--- src/rtl/pipe_share_arb_pkg.sv ---
// rtl/pipe_share_arb_pkg.sv - shared types and helpers for the pipeline-sharing arbiter
package pipe_share_arb_pkg;

    localparam int MAX_REQ  = 16;
    localparam int MAX_ID_W = 4;

    typedef logic [MAX_REQ-1:0]  req_vec_t;
    typedef logic [MAX_ID_W-1:0] idx_t;

    function automatic int id_width(input int n);
        int w;
        w = 0;
        for (int i = 0; i < 5; i++) begin
            if ((1 << w) < n) w = w + 1;
        end
        return (w < 1) ? 1 : w;
    endfunction

    function automatic idx_t encode(input req_vec_t oh);
        idx_t idx;
        idx = '0;
        for (int i = 0; i < MAX_REQ; i++) begin
            if (oh[i]) idx = idx_t'(i);
        end
        return idx;
    endfunction

    // Returns {found, index} of the first set candidate at or above ptr, wrapping at n.
    function automatic logic [MAX_ID_W:0] rr_search(input req_vec_t cand, input idx_t ptr, input int n);
        logic [MAX_ID_W:0] res;
        int j;
        res = '0;
        for (int k = 0; k < MAX_REQ; k++) begin
            j = int'(ptr) + k;
            if (j >= n) j = j - n;
            if (k < n && !res[MAX_ID_W] && cand[j[3:0]]) res = {1'b1, idx_t'(j)};
        end
        return res;
    endfunction

endpackage

--- src/rtl/pipe_share_arb_tag_delay.sv ---
// rtl/pipe_share_arb_tag_delay.sv - enable-gated tag shift register tracking the external pipeline
module pipe_tag_delay #(
    parameter int WIDTH = 3,
    parameter int DEPTH = 2
) (
    input  logic             clk,
    input  logic             rst,
    input  logic             en,
    input  logic [WIDTH-1:0] d,
    output logic [WIDTH-1:0] q
);

    logic [WIDTH-1:0] stage [DEPTH];

    always_ff @(posedge clk or posedge rst) begin
        if (rst) begin
            for (int i = 0; i < DEPTH; i++) stage[i] <= '0;
        end else if (en) begin
            stage[0] <= d;
            for (int i = 1; i < DEPTH; i++) stage[i] <= stage[i-1];
        end
    end

    assign q = stage[DEPTH-1];

endmodule

--- src/rtl/pipe_share_arb.sv ---
// rtl/pipe_share_arb.sv - round-robin sharing of one enable-stalled fixed-latency pipeline
module pipe_share_arb
    import pipe_share_arb_pkg::*;
#(
    parameter int NUM_REQ    = 4,
    parameter int DATA_WIDTH = 16,
    parameter int OUT_WIDTH  = 16,
    parameter int LATENCY    = 2,
    localparam int ID_W      = id_width(NUM_REQ)
) (
    input  logic                          clk,
    input  logic                          rst,
    input  logic [NUM_REQ-1:0]            req,
    input  logic [NUM_REQ-1:0]            req_en,
    input  logic [NUM_REQ*DATA_WIDTH-1:0] din,
    output logic [NUM_REQ-1:0]            gnt,
    output logic                          pipe_en,
    output logic [DATA_WIDTH-1:0]         pipe_din,
    input  logic [OUT_WIDTH-1:0]          pipe_dout,
    output logic                          dout_valid,
    output logic [ID_W-1:0]               dout_id,
    output logic [OUT_WIDTH-1:0]          dout,
    input  logic                          dout_ready
);

    localparam logic [ID_W-1:0] LAST_ID = ID_W'(NUM_REQ - 1);

    logic                  adv;
    logic [ID_W-1:0]       ptr;
    logic [MAX_ID_W:0]     srch;
    logic                  hit;
    logic [MAX_ID_W-1:0]   sel_idx;
    logic                  any_gnt;
    logic [ID_W-1:0]       gnt_id;

    assign srch    = rr_search(req_vec_t'(req & req_en), idx_t'(ptr), NUM_REQ);
    assign hit     = srch[MAX_ID_W];
    assign sel_idx = srch[MAX_ID_W-1:0];

    assign gnt     = (adv && hit) ? (NUM_REQ'(1) << sel_idx) : '0;
    assign any_gnt = |gnt;
    assign gnt_id  = ID_W'(encode(req_vec_t'(gnt)));
    assign pipe_en = adv;
    assign dout    = pipe_dout;

    always_comb begin
        pipe_din = '0;
        for (int i = 0; i < NUM_REQ; i++) begin
            if (gnt[i]) pipe_din = din[i*DATA_WIDTH +: DATA_WIDTH];
        end
    end

    always_ff @(posedge clk or posedge rst) begin
        if (rst) begin
            ptr <= '0;
        end else if (any_gnt) begin
            ptr <= (gnt_id == LAST_ID) ? '0 : gnt_id + ID_W'(1);
        end
    end

    // Without tag stages the result is the grant itself, so advancing hinges on dout_ready alone.
    generate
        if (LATENCY == 0) begin : g_lat0
            assign adv        = dout_ready;
            assign dout_valid = any_gnt;
            assign dout_id    = gnt_id;
        end else begin : g_latn
            logic [ID_W:0] tag_q;

            assign adv = ~dout_valid | dout_ready;

            pipe_tag_delay #(
                .WIDTH (ID_W + 1),
                .DEPTH (LATENCY)
            ) u_tag (
                .clk (clk),
                .rst (rst),
                .en  (adv),
                .d   ({any_gnt, gnt_id}),
                .q   (tag_q)
            );

            assign dout_valid = tag_q[ID_W];
            assign dout_id    = tag_q[ID_W-1:0];
        end
    endgenerate

endmodule

--- config.mk ---
export PLATFORM = sky130hd
export DESIGN_NAME = pipe_share_arb
export DESIGN_NICKNAME = d
export VERILOG_FILES = /design/src/rtl/pipe_share_arb_pkg.sv /design/src/rtl/pipe_share_arb_tag_delay.sv /design/src/rtl/pipe_share_arb.sv
export SDC_FILE = /design/constraint.sdc
export NUM_CORES = 1
export LEC_CHECK = 0
export ABC_AREA = 1
export ABC_CLOCK_PERIOD_IN_PS = 5300
export BUFFER_PORTS_ARGS = -buffer_cell sky130_fd_sc_hd__buf_2
export CAP_MARGIN = 20
export CORE_MARGIN = 8
export CORE_UTILIZATION = 42
export DETAILED_ROUTE_END_ITERATION = 12
export PLACE_DENSITY_LB_ADDON = 0.1
export SYNTH_ARGS = -nofsm -noshare
export SYNTH_HDL_FRONTEND = slang
export SYNTH_HIERARCHICAL = 1
export SYNTH_SLANG_ARGS = --single-unit
--- constraint.sdc ---
create_clock -name clk -period 5.3 [get_ports clk]
set_clock_uncertainty 0.2 [all_clocks]
set_input_delay 0 -clock clk [delete_from_list [all_inputs] [get_ports clk]]
set_output_delay 0 -clock clk [all_outputs]
set_load 0.005 [all_outputs]
==> results of run 1 <==
[final cells by class]
cell class / instances / area (sq um) / area share [%]
sequential: 8 / 200.2 / 10.06
multi-input combinational: 172 / 968.4 / 48.68
timing repair buffer: 117 / 678.2 / 34.09
clock buffer: 3 / 22.52 / 1.132
inverter: 16 / 62.56 / 3.145
tap: 46 / 57.56 / 2.893
[kinds of logic (layout without fill, tap and decap cells)]
family	Yosys count	after routing	share of synthesized area [%]
simple gates	163	163	58.98
buf+inv	55	136	21.97
flops	8	8	13.37
compound gates	6	6	3.174
fa+ha+maj	3	3	2.507
[per-layer routing]
layer | vias to the layer above | routed length (um) | track usage [%]
met5 | - | 0 | 0
met4 | 0 | 34 | 2.345
met3 | 2 | 536 | 6.579
met2 | 87 | 2815 | 32.79
met1 | 922 | 2229 | 20.06
li1 | 1015 | - | -
[worst register-to-register path, cell delays in order (launching register included)]
cell and delay [ns]:
sky130_fd_sc_hd__dfrtp_1 0.57, sky130_fd_sc_hd__inv_2 0.18, sky130_fd_sc_hd__ha_1 0.37, sky130_fd_sc_hd__inv_1 0.11, sky130_fd_sc_hd__nand3_1 0.09, sky130_fd_sc_hd__nand2_1 0.08, sky130_fd_sc_hd__nor2_2 0.12, sky130_fd_sc_hd__nand3_1 0.11
sky130_fd_sc_hd__nand2_1 0.12, sky130_fd_sc_hd__nand2_4 0.23, sky130_fd_sc_hd__inv_4 0.36, sky130_fd_sc_hd__nand3_1 0.16, sky130_fd_sc_hd__o211ai_1 0.14
[power by group through the flow]
stage               registers (mW)  logic (mW)  clock network, mW
floorplan                    0.112        1.26                  0
global placement             0.127        1.57                  0
detailed placement           0.126        1.57                  0
CTS                          0.125        1.59             0.0474
global route                 0.131        1.78             0.0507
finish                       0.127        1.59             0.0458
[final timing paths]
kind | start | endpoint | slack, ns | cells after the start
max reg2reg | ptr[0] | ptr[1] | 2.37 | 12
max | ptr[0] | pipe_din[6] | 1.84 | 12
min | rst | g_latn.u_tag/q[2] | 0.03 | 3
min in group clk | dout_ready | g_latn.u_tag/stage[4] | 0.06 | 5
max in group asynchronous | rst | ptr[0] | 4.26 | 4
min reg2reg | g_latn.u_tag/q[1] | g_latn.u_tag/q[1] | 0.27 | 2
[sequential cells by signal, indices dropped and copies added, names as in the netlist]
name                count
g_latn.u_tag/q          3
g_latn.u_tag/stage      3
ptr                     2
[timing repair]
action / in CTS / in global routing
endpoints found under the hold margin: 24 / 0
hold buffers: 18 / 0
resized for setup: 0 / 0
[cells in the final DEF (no fill, tap or decap)]
master                          netlist  final
sky130_fd_sc_hd__inv_4                1      1
sky130_fd_sc_hd__o21ai_1              1      1
sky130_fd_sc_hd__nand2_4              1      1
sky130_fd_sc_hd__nand3_2              1      1
sky130_fd_sc_hd__nor2_4               2      2
sky130_fd_sc_hd__nor2_2               2      2
sky130_fd_sc_hd__nand2_1             41     41
sky130_fd_sc_hd__clkbuf_4             0      3
sky130_fd_sc_hd__ha_1                 3      3
sky130_fd_sc_hd__nand2_2              2      2
sky130_fd_sc_hd__nand3_1             26     26
sky130_fd_sc_hd__nand4_1             80     80
sky130_fd_sc_hd__o211ai_1             1      1
sky130_fd_sc_hd__a21oi_2              1      1
sky130_fd_sc_hd__inv_1               10     10
sky130_fd_sc_hd__dfrtp_1              8      8
sky130_fd_sc_hd__a21oi_4              1      1
sky130_fd_sc_hd__buf_4               26      1
sky130_fd_sc_hd__nor2_1               8      8
sky130_fd_sc_hd__dlygate4sd3_1        0     18
sky130_fd_sc_hd__a21oi_1              1      1
sky130_fd_sc_hd__buf_2               12     98
sky130_fd_sc_hd__o21ai_0              1      1
sky130_fd_sc_hd__inv_2                5      5
[metrics by stage]
stage | std cells | setup slack (ns) | util [%] | power, mW | hold slack [ns]
after global placement | 341 | 2.207 | 52.71 | 1.692 | -0.3351
after detailed placement | 341 | 2.150 | 52.71 | 1.693 | -0.3330
after CTS | 362 | 1.877 | 58.69 | 1.759 | 0.005464
after global routing | 362 | 1.561 | 58.69 | 1.966 | 0.03389
after floorplan | 235 | 3.157 | - | 1.374 | -0.4588
final | 362 | 1.844 | 58.69 | 1.758 | 0.02574
==> impl_metrics.xml, run 1 <==
<?xml version="1.0" encoding="UTF-8"?>
<metrics>
  <group name="run_status">
    <metric name="status" unit="">complete, no violations</metric>
  </group>
  <group name="sta">
    <metric name="setup_violations" unit="">0</metric>
    <metric name="final_hold_viol_count" unit="">0</metric>
    <metric name="worst-slew-pin-transition" unit="ns">0.7353</metric>
    <metric name="min_period" unit="ns">3.456</metric>
    <metric name="maxClockFrequency" unit="MHz">289.4</metric>
    <metric name="slew_viol_final" unit="">0</metric>
    <metric name="final_min_period_over_clock_period" unit="%">65.20</metric>
    <metric name="rsz0062_at_grt" unit="">no</metric>
    <metric name="fin_setup_tns" unit="ns">0</metric>
    <metric name="slew_headroom" unit="%">50.87</metric>
  </group>
  <group name="synth">
    <metric name="synth_area" unit="sq mm">0.001498</metric>
    <metric name="edff_count_synth" unit="">0</metric>
    <metric name="post_synth_main_area_contributors" unit="">sky130_fd_sc_hd__nand4_1, sky130_fd_sc_hd__dfrtp_1, sky130_fd_sc_hd__buf_4</metric>
    <metric name="synth.avg_cell_area" unit="sq um">6.373</metric>
    <metric name="synth.yosys.warnings" unit="">6</metric>
    <metric name="ys_dominant_reg_cell" unit="">sky130_fd_sc_hd__dfrtp_1</metric>
    <metric name="yosys_register_bits" unit="">8</metric>
    <metric name="post-synth-top-area-cell" unit="">sky130_fd_sc_hd__nand4_1</metric>
    <metric name="ys_async_sr_fraction" unit="%">100.0</metric>
    <metric name="synth.top_cell.area_share" unit="%">33.42</metric>
    <metric name="yosysSeqAreaShare" unit="%">13.37</metric>
    <metric name="synthTopCellsByCount" unit="">sky130_fd_sc_hd__nand4_1, sky130_fd_sc_hd__nand2_1, sky130_fd_sc_hd__buf_4, sky130_fd_sc_hd__nand3_1, sky130_fd_sc_hd__buf_2</metric>
    <metric name="yosys.cell_count.top_type" unit="">sky130_fd_sc_hd__nand4_1</metric>
    <metric name="synth_cells" unit="">235</metric>
    <metric name="synth.lib_cells_used.distinct" unit="">23</metric>
    <metric name="synth_fp_nets" unit="">329</metric>
  </group>
  <group name="grt">
    <metric name="overflow" unit="">0</metric>
    <metric name="groute.usage.overall" unit="%">18.09</metric>
    <metric name="grt_pass1_vias" unit="">1923</metric>
    <metric name="grt_pass1_wl" unit="mm">8.335</metric>
    <metric name="antenna_found_initial" unit="">0</metric>
    <metric name="pin_count_of_the_biggest_net_entering_global_routing" unit="">45</metric>
  </group>
  <group name="detailed_routing">
    <metric name="via_per_inst" unit="">5.597</metric>
    <metric name="initialDrtViolationCount" unit="">114</metric>
    <metric name="detail-route-antenna-nets" unit="">0</metric>
    <metric name="dr_total_vias" unit="">2026</metric>
    <metric name="avgRoutedWirePerCell" unit="um">15.51</metric>
    <metric name="detail_route.wirelength" unit="mm">5.616</metric>
    <metric name="drt_first_pass_iters" unit="">4</metric>
    <metric name="drc_violation_count_after_routing" unit="">0</metric>
  </group>
  <group name="clock_network">
    <metric name="tritoncts_num_sinks" unit="">8</metric>
    <metric name="clk_root_buffer_cell" unit="">sky130_fd_sc_hd__clkbuf_4</metric>
    <metric name="cts_setup_buffers" unit="">0</metric>
    <metric name="clk_pin_slew_worst_paths" unit="ns">0.05</metric>
    <metric name="clk_latency" unit="ns">0.25</metric>
    <metric name="cts_buffers" unit="">3</metric>
    <metric name="tritoncts" unit="">done</metric>
    <metric name="max-clock-path-buffers" unit="">2</metric>
    <metric name="h_tree_depth" unit="">1</metric>
  </group>
  <group name="floorplan">
    <metric name="io-pin-count" unit="">131</metric>
    <metric name="design.core.area" unit="sq mm">0.003390</metric>
    <metric name="floorplan.die_area" unit="sq mm">0.005733</metric>
    <metric name="initial_utilization" unit="%">44.19</metric>
    <metric name="fp.dieH" unit="um">75.72</metric>
    <metric name="rows" unit="">21</metric>
    <metric name="die_width" unit="um">75.72</metric>
  </group>
  <group name="pwr">
    <metric name="cellInternalPower" unit="uW">647.9</metric>
    <metric name="vdd_ir_drop_max" unit="uV">519.6</metric>
    <metric name="pwr-share-clk" unit="%">2.6</metric>
    <metric name="power_frac_seq" unit="%">7.2</metric>
    <metric name="total_switching_power" unit="mW">1.110</metric>
    <metric name="net_switching_fraction_of_the_power" unit="%">63.14</metric>
    <metric name="pwr-share-comb" unit="%">90.2</metric>
    <metric name="cellPowerDensity" unit="mW/mm^2">883.5</metric>
    <metric name="power.leakage" unit="nW">1.042</metric>
  </group>
  <group name="critical_path">
    <metric name="critical_path.n_buffers_inverters" unit="">5</metric>
    <metric name="crit_path_cell_trace" unit="">inv_2, ha_1, inv_1, nand3_1, nand2_1, nor2_4, inv_2, a21oi_4, buf_4, nand4_1, nand4_1, buf_2</metric>
    <metric name="max_stage_delay" unit="ns">0.57</metric>
    <metric name="worst_ep_arrival_time" unit="ns">3.26</metric>
    <metric name="cp.required" unit="ns">5.10</metric>
    <metric name="critPathLaunchType" unit="">register</metric>
    <metric name="crit_path_slowest_cell" unit="">sky130_fd_sc_hd__dfrtp_1</metric>
    <metric name="setup.worst_path.end_class" unit="">output port</metric>
    <metric name="cp_delay_by_family_top" unit="">buffers and inverters</metric>
    <metric name="critical_path_class" unit="">register to output port</metric>
    <metric name="critical_path.max_fanout" unit="">44</metric>
  </group>
  <group name="placement">
    <metric name="globalplace.congestion" unit="">0.9061</metric>
    <metric name="placement.io_buffers" unit="">98</metric>
    <metric name="place_area" unit="sq mm">0.001787</metric>
    <metric name="place.detailed.hpwl" unit="mm">3.935</metric>
  </group>
  <group name="final_layout">
    <metric name="drive_above_1_share" unit="%">37.34</metric>
    <metric name="final_net_count" unit="">412</metric>
    <metric name="fillCellCount" unit="">354</metric>
    <metric name="num_antenna_cells" unit="">0</metric>
    <metric name="area_growth" unit="%">32.83</metric>
    <metric name="fin_area" unit="sq mm">0.001989</metric>
  </group>
  <group name="worst_hold_path">
    <metric name="hold_path.class" unit="">input pin to asynchronous set/reset pin</metric>
  </group>
  <group name="flow_run">
    <metric name="drv.max_cap_violation_count" unit="">0</metric>
  </group>
</metrics>
Power figures use the tool's default switching activity.
==> run 2: changes to the inputs <==
--- a/config.mk
+++ b/config.mk
@@ -6,11 +6,11 @@
 export NUM_CORES = 1
 export LEC_CHECK = 0
 export ABC_AREA = 1
-export ABC_CLOCK_PERIOD_IN_PS = 5300
+export ABC_CLOCK_PERIOD_IN_PS = 3200
 export BUFFER_PORTS_ARGS = -buffer_cell sky130_fd_sc_hd__buf_2
 export CAP_MARGIN = 20
 export CORE_MARGIN = 8
-export CORE_UTILIZATION = 42
+export CORE_UTILIZATION = 39
 export DETAILED_ROUTE_END_ITERATION = 12
 export PLACE_DENSITY_LB_ADDON = 0.1
 export SYNTH_ARGS = -nofsm -noshare
==> constraint.sdc (replaced) <==
create_clock -name clk -period 3.2 [get_ports clk]
set_clock_uncertainty 0.2 [all_clocks]
set_input_delay 0 -clock clk [delete_from_list [all_inputs] [get_ports clk]]
set_output_delay 0 -clock clk [all_outputs]
set_load 0.005 [all_outputs]
==> run 2 against run 1 <==
Worst hold slack gained 0.018 ns. Combinational power is 78% higher. Final cell count rose by 1.9%. Sequential power is 49% higher. Flip-flop and latch count unchanged. Power grew 79%. Register-to-register slack got worse by 1.7 ns. Global-route usage fell by 1.4 points. Clock power rose to 2.6 times the previous value. Non-clock buffer count grew 5. Utilization fell by 2.5 points. Wire length down 4.2%.
==> impl_metrics.xml, run 2 (synthesized netlist as in run 1, its figures left out) <==
<?xml version="1.0" encoding="UTF-8"?>
<metrics>
  <group name="pwr">
    <metric name="power.leakage" unit="nW">1.083</metric>
    <metric name="vdd_ir_drop_max" unit="uV">926.4</metric>
    <metric name="pwr-share-clk" unit="%">3.8</metric>
    <metric name="power_frac_seq" unit="%">6.0</metric>
    <metric name="cellPowerDensity" unit="mW/mm^2">1514</metric>
    <metric name="pwr-share-comb" unit="%">90.1</metric>
    <metric name="cellInternalPower" unit="mW">1.284</metric>
    <metric name="total_switching_power" unit="mW">1.855</metric>
    <metric name="net_switching_fraction_of_the_power" unit="%">59.10</metric>
  </group>
  <group name="flow_run">
    <metric name="drv.max_cap_violation_count" unit="">0</metric>
  </group>
  <group name="clock_network">
    <metric name="tritoncts" unit="">done</metric>
    <metric name="tritoncts_num_sinks" unit="">8</metric>
    <metric name="ctsHoldBuffers" unit="">18</metric>
    <metric name="cts_buffers" unit="">3</metric>
    <metric name="max-clock-path-buffers" unit="">2</metric>
    <metric name="h_tree_depth" unit="">1</metric>
    <metric name="cts-resized-gates" unit="">0</metric>
    <metric name="clk_root_buffer_cell" unit="">sky130_fd_sc_hd__clkbuf_8</metric>
    <metric name="clk_latency" unit="ns">0.23</metric>
    <metric name="cts_setup_buffers" unit="">0</metric>
    <metric name="clk_pin_slew_worst_paths" unit="ns">0.04</metric>
  </group>
  <group name="detailed_routing">
    <metric name="detail_route.wirelength" unit="mm">5.381</metric>
    <metric name="drt_first_pass_iters" unit="">6</metric>
    <metric name="dr_total_vias" unit="">1994</metric>
    <metric name="initialDrtViolationCount" unit="">143</metric>
    <metric name="detail-route-antenna-nets" unit="">0</metric>
    <metric name="avgRoutedWirePerCell" unit="um">14.58</metric>
    <metric name="via_per_inst" unit="">5.404</metric>
    <metric name="drc_violation_count_after_routing" unit="">0</metric>
  </group>
  <group name="sta">
    <metric name="fin_setup_tns" unit="ns">0</metric>
    <metric name="slew_viol_final" unit="">0</metric>
    <metric name="worst-slew-pin-transition" unit="ns">0.3828</metric>
    <metric name="final_hold_viol_count" unit="">0</metric>
    <metric name="rsz0062_at_grt" unit="">no</metric>
    <metric name="fin_worst_hold_slack" unit="ns">0.04412</metric>
    <metric name="final_min_period_over_clock_period" unit="%">88.42</metric>
    <metric name="maxClockFrequency" unit="MHz">353.4</metric>
    <metric name="min_period" unit="ns">2.829</metric>
    <metric name="finalWorstSetupSlack" unit="ns">0.3705</metric>
    <metric name="slew_headroom" unit="%">74.48</metric>
    <metric name="setup_violations" unit="">0</metric>
  </group>
  <group name="grt">
    <metric name="grt_pass1_wl" unit="mm">8.728</metric>
    <metric name="overflow" unit="">0</metric>
    <metric name="pin_count_of_the_biggest_net_entering_global_routing" unit="">43</metric>
    <metric name="groute.usage.overall" unit="%">16.65</metric>
    <metric name="antenna_found_initial" unit="">0</metric>
    <metric name="grt_pass1_vias" unit="">1994</metric>
  </group>
  <group name="floorplan">
    <metric name="die_width" unit="um">77.97</metric>
    <metric name="initial_utilization" unit="%">40.60</metric>
    <metric name="design.core.area" unit="sq mm">0.003689</metric>
    <metric name="fp.dieH" unit="um">77.97</metric>
    <metric name="io-pin-count" unit="">131</metric>
    <metric name="floorplan.die_area" unit="sq mm">0.006079</metric>
    <metric name="rows" unit="">22</metric>
  </group>
  <group name="critical_path">
    <metric name="critPathLaunchType" unit="">register</metric>
    <metric name="cp.required" unit="ns">3.00</metric>
    <metric name="setup.worst_path.end_class" unit="">output port</metric>
    <metric name="critical_path_class" unit="">register to output port</metric>
    <metric name="worst_ep_arrival_time" unit="ns">2.63</metric>
    <metric name="critical_path.max_fanout" unit="">20</metric>
  </group>
  <group name="placement">
    <metric name="place_area" unit="sq mm">0.001852</metric>
    <metric name="placement.io_buffers" unit="">98</metric>
    <metric name="globalplace.congestion" unit="">0.9087</metric>
    <metric name="place.detailed.hpwl" unit="mm">3.914</metric>
    <metric name="placement.setup.worst_slack" unit="ns">0.6411</metric>
  </group>
  <group name="final_layout">
    <metric name="utilization" unit="%">56.21</metric>
    <metric name="leading_cell_types_in_the_layout_fill_and_taps_excluded" unit="">sky130_fd_sc_hd__buf_2, sky130_fd_sc_hd__nand4_1, sky130_fd_sc_hd__nand2_1</metric>
    <metric name="fin_area" unit="sq mm">0.002073</metric>
    <metric name="flip_flop_and_latch_area" unit="sq um">200.2</metric>
    <metric name="drive_above_1_share" unit="%">38.32</metric>
    <metric name="fillCellCount" unit="">378</metric>
    <metric name="area_growth" unit="%">38.43</metric>
    <metric name="final_net_count" unit="">417</metric>
    <metric name="final_common_cell" unit="">sky130_fd_sc_hd__buf_2</metric>
    <metric name="num_antenna_cells" unit="">0</metric>
    <metric name="multi_input_comb_area" unit="sq um">968.4</metric>
  </group>
  <group name="worst_hold_path">
    <metric name="hold_path.class" unit="">input pin to asynchronous set/reset pin</metric>
  </group>
  <group name="run_status">
    <metric name="status" unit="">complete, no violations</metric>
  </group>
</metrics>
==> run 2: path summary, 6_finish.rpt <==
check / to / slack (ns) / startpoint / cells past startpoint
max reg2reg: ptr[1] / 0.69 / ptr[1] / 12
min reg2reg: g_latn.u_tag/q[1] / 0.27 / g_latn.u_tag/q[1] / 2
min: g_latn.u_tag/stage[5] / 0.04 / rst / 3
max: pipe_din[6] / 0.37 / ptr[1] / 13
min in group clk: g_latn.u_tag/q[2] / 0.10 / dout_ready / 5
max in group asynchronous: ptr[0] / 2.14 / rst / 4
==> run 2: area by class of cell <==
cell class,instances,share of cell area (%)
Multi-Input combinational cell,172,46.71
Timing Repair Buffer,122,35.73
Sequential cell,8,9.656
Inverter,16,3.017
Tap cell,48,2.897
Clock buffer,3,1.992
==> run 2: critical path, stage by stage, from the launching register on <==
cell and delay [ns]:
sky130_fd_sc_hd__dfrtp_1 0.44, sky130_fd_sc_hd__inv_2 0.10, sky130_fd_sc_hd__ha_1 0.33, sky130_fd_sc_hd__inv_1 0.16, sky130_fd_sc_hd__nand3_1 0.10, sky130_fd_sc_hd__nand2_1 0.11, sky130_fd_sc_hd__nand2_1 0.08, sky130_fd_sc_hd__nor2_2 0.15
sky130_fd_sc_hd__nand3_1 0.12, sky130_fd_sc_hd__nand2_2 0.28, sky130_fd_sc_hd__buf_12 0.19, sky130_fd_sc_hd__nand4_1 0.11, sky130_fd_sc_hd__nand4_1 0.11, sky130_fd_sc_hd__buf_2 0.12
==> run 2: routing by layer <==
layer	share of wire (%)	global-route usage (%)	vias up	routed length, um
met1	42	19.08	869	2270
met2	47	28.24	94	2515
met3	9.5	6.452	8	511
met4	1.6	4.259	0	84
met5	0	0	-	0
li1	-	-	1023	-
==> run 2: power by group through the flow <==
stage	Sequential (mW)	Combinational [mW]	Clock [mW]
floorplan	0.186	2.09	0
global placement	0.190	2.84	0
detailed placement	0.190	2.82	0
CTS	0.189	2.85	0.126
global route	0.196	3.18	0.130
finish	0.189	2.83	0.121
==> run 2: stage by stage <==
step	instances	power, mW
floorplan	235	2.276
global placement	348	3.031
detailed placement	348	3.013
CTS	369	3.167
global route	369	3.506
finish	369	3.139
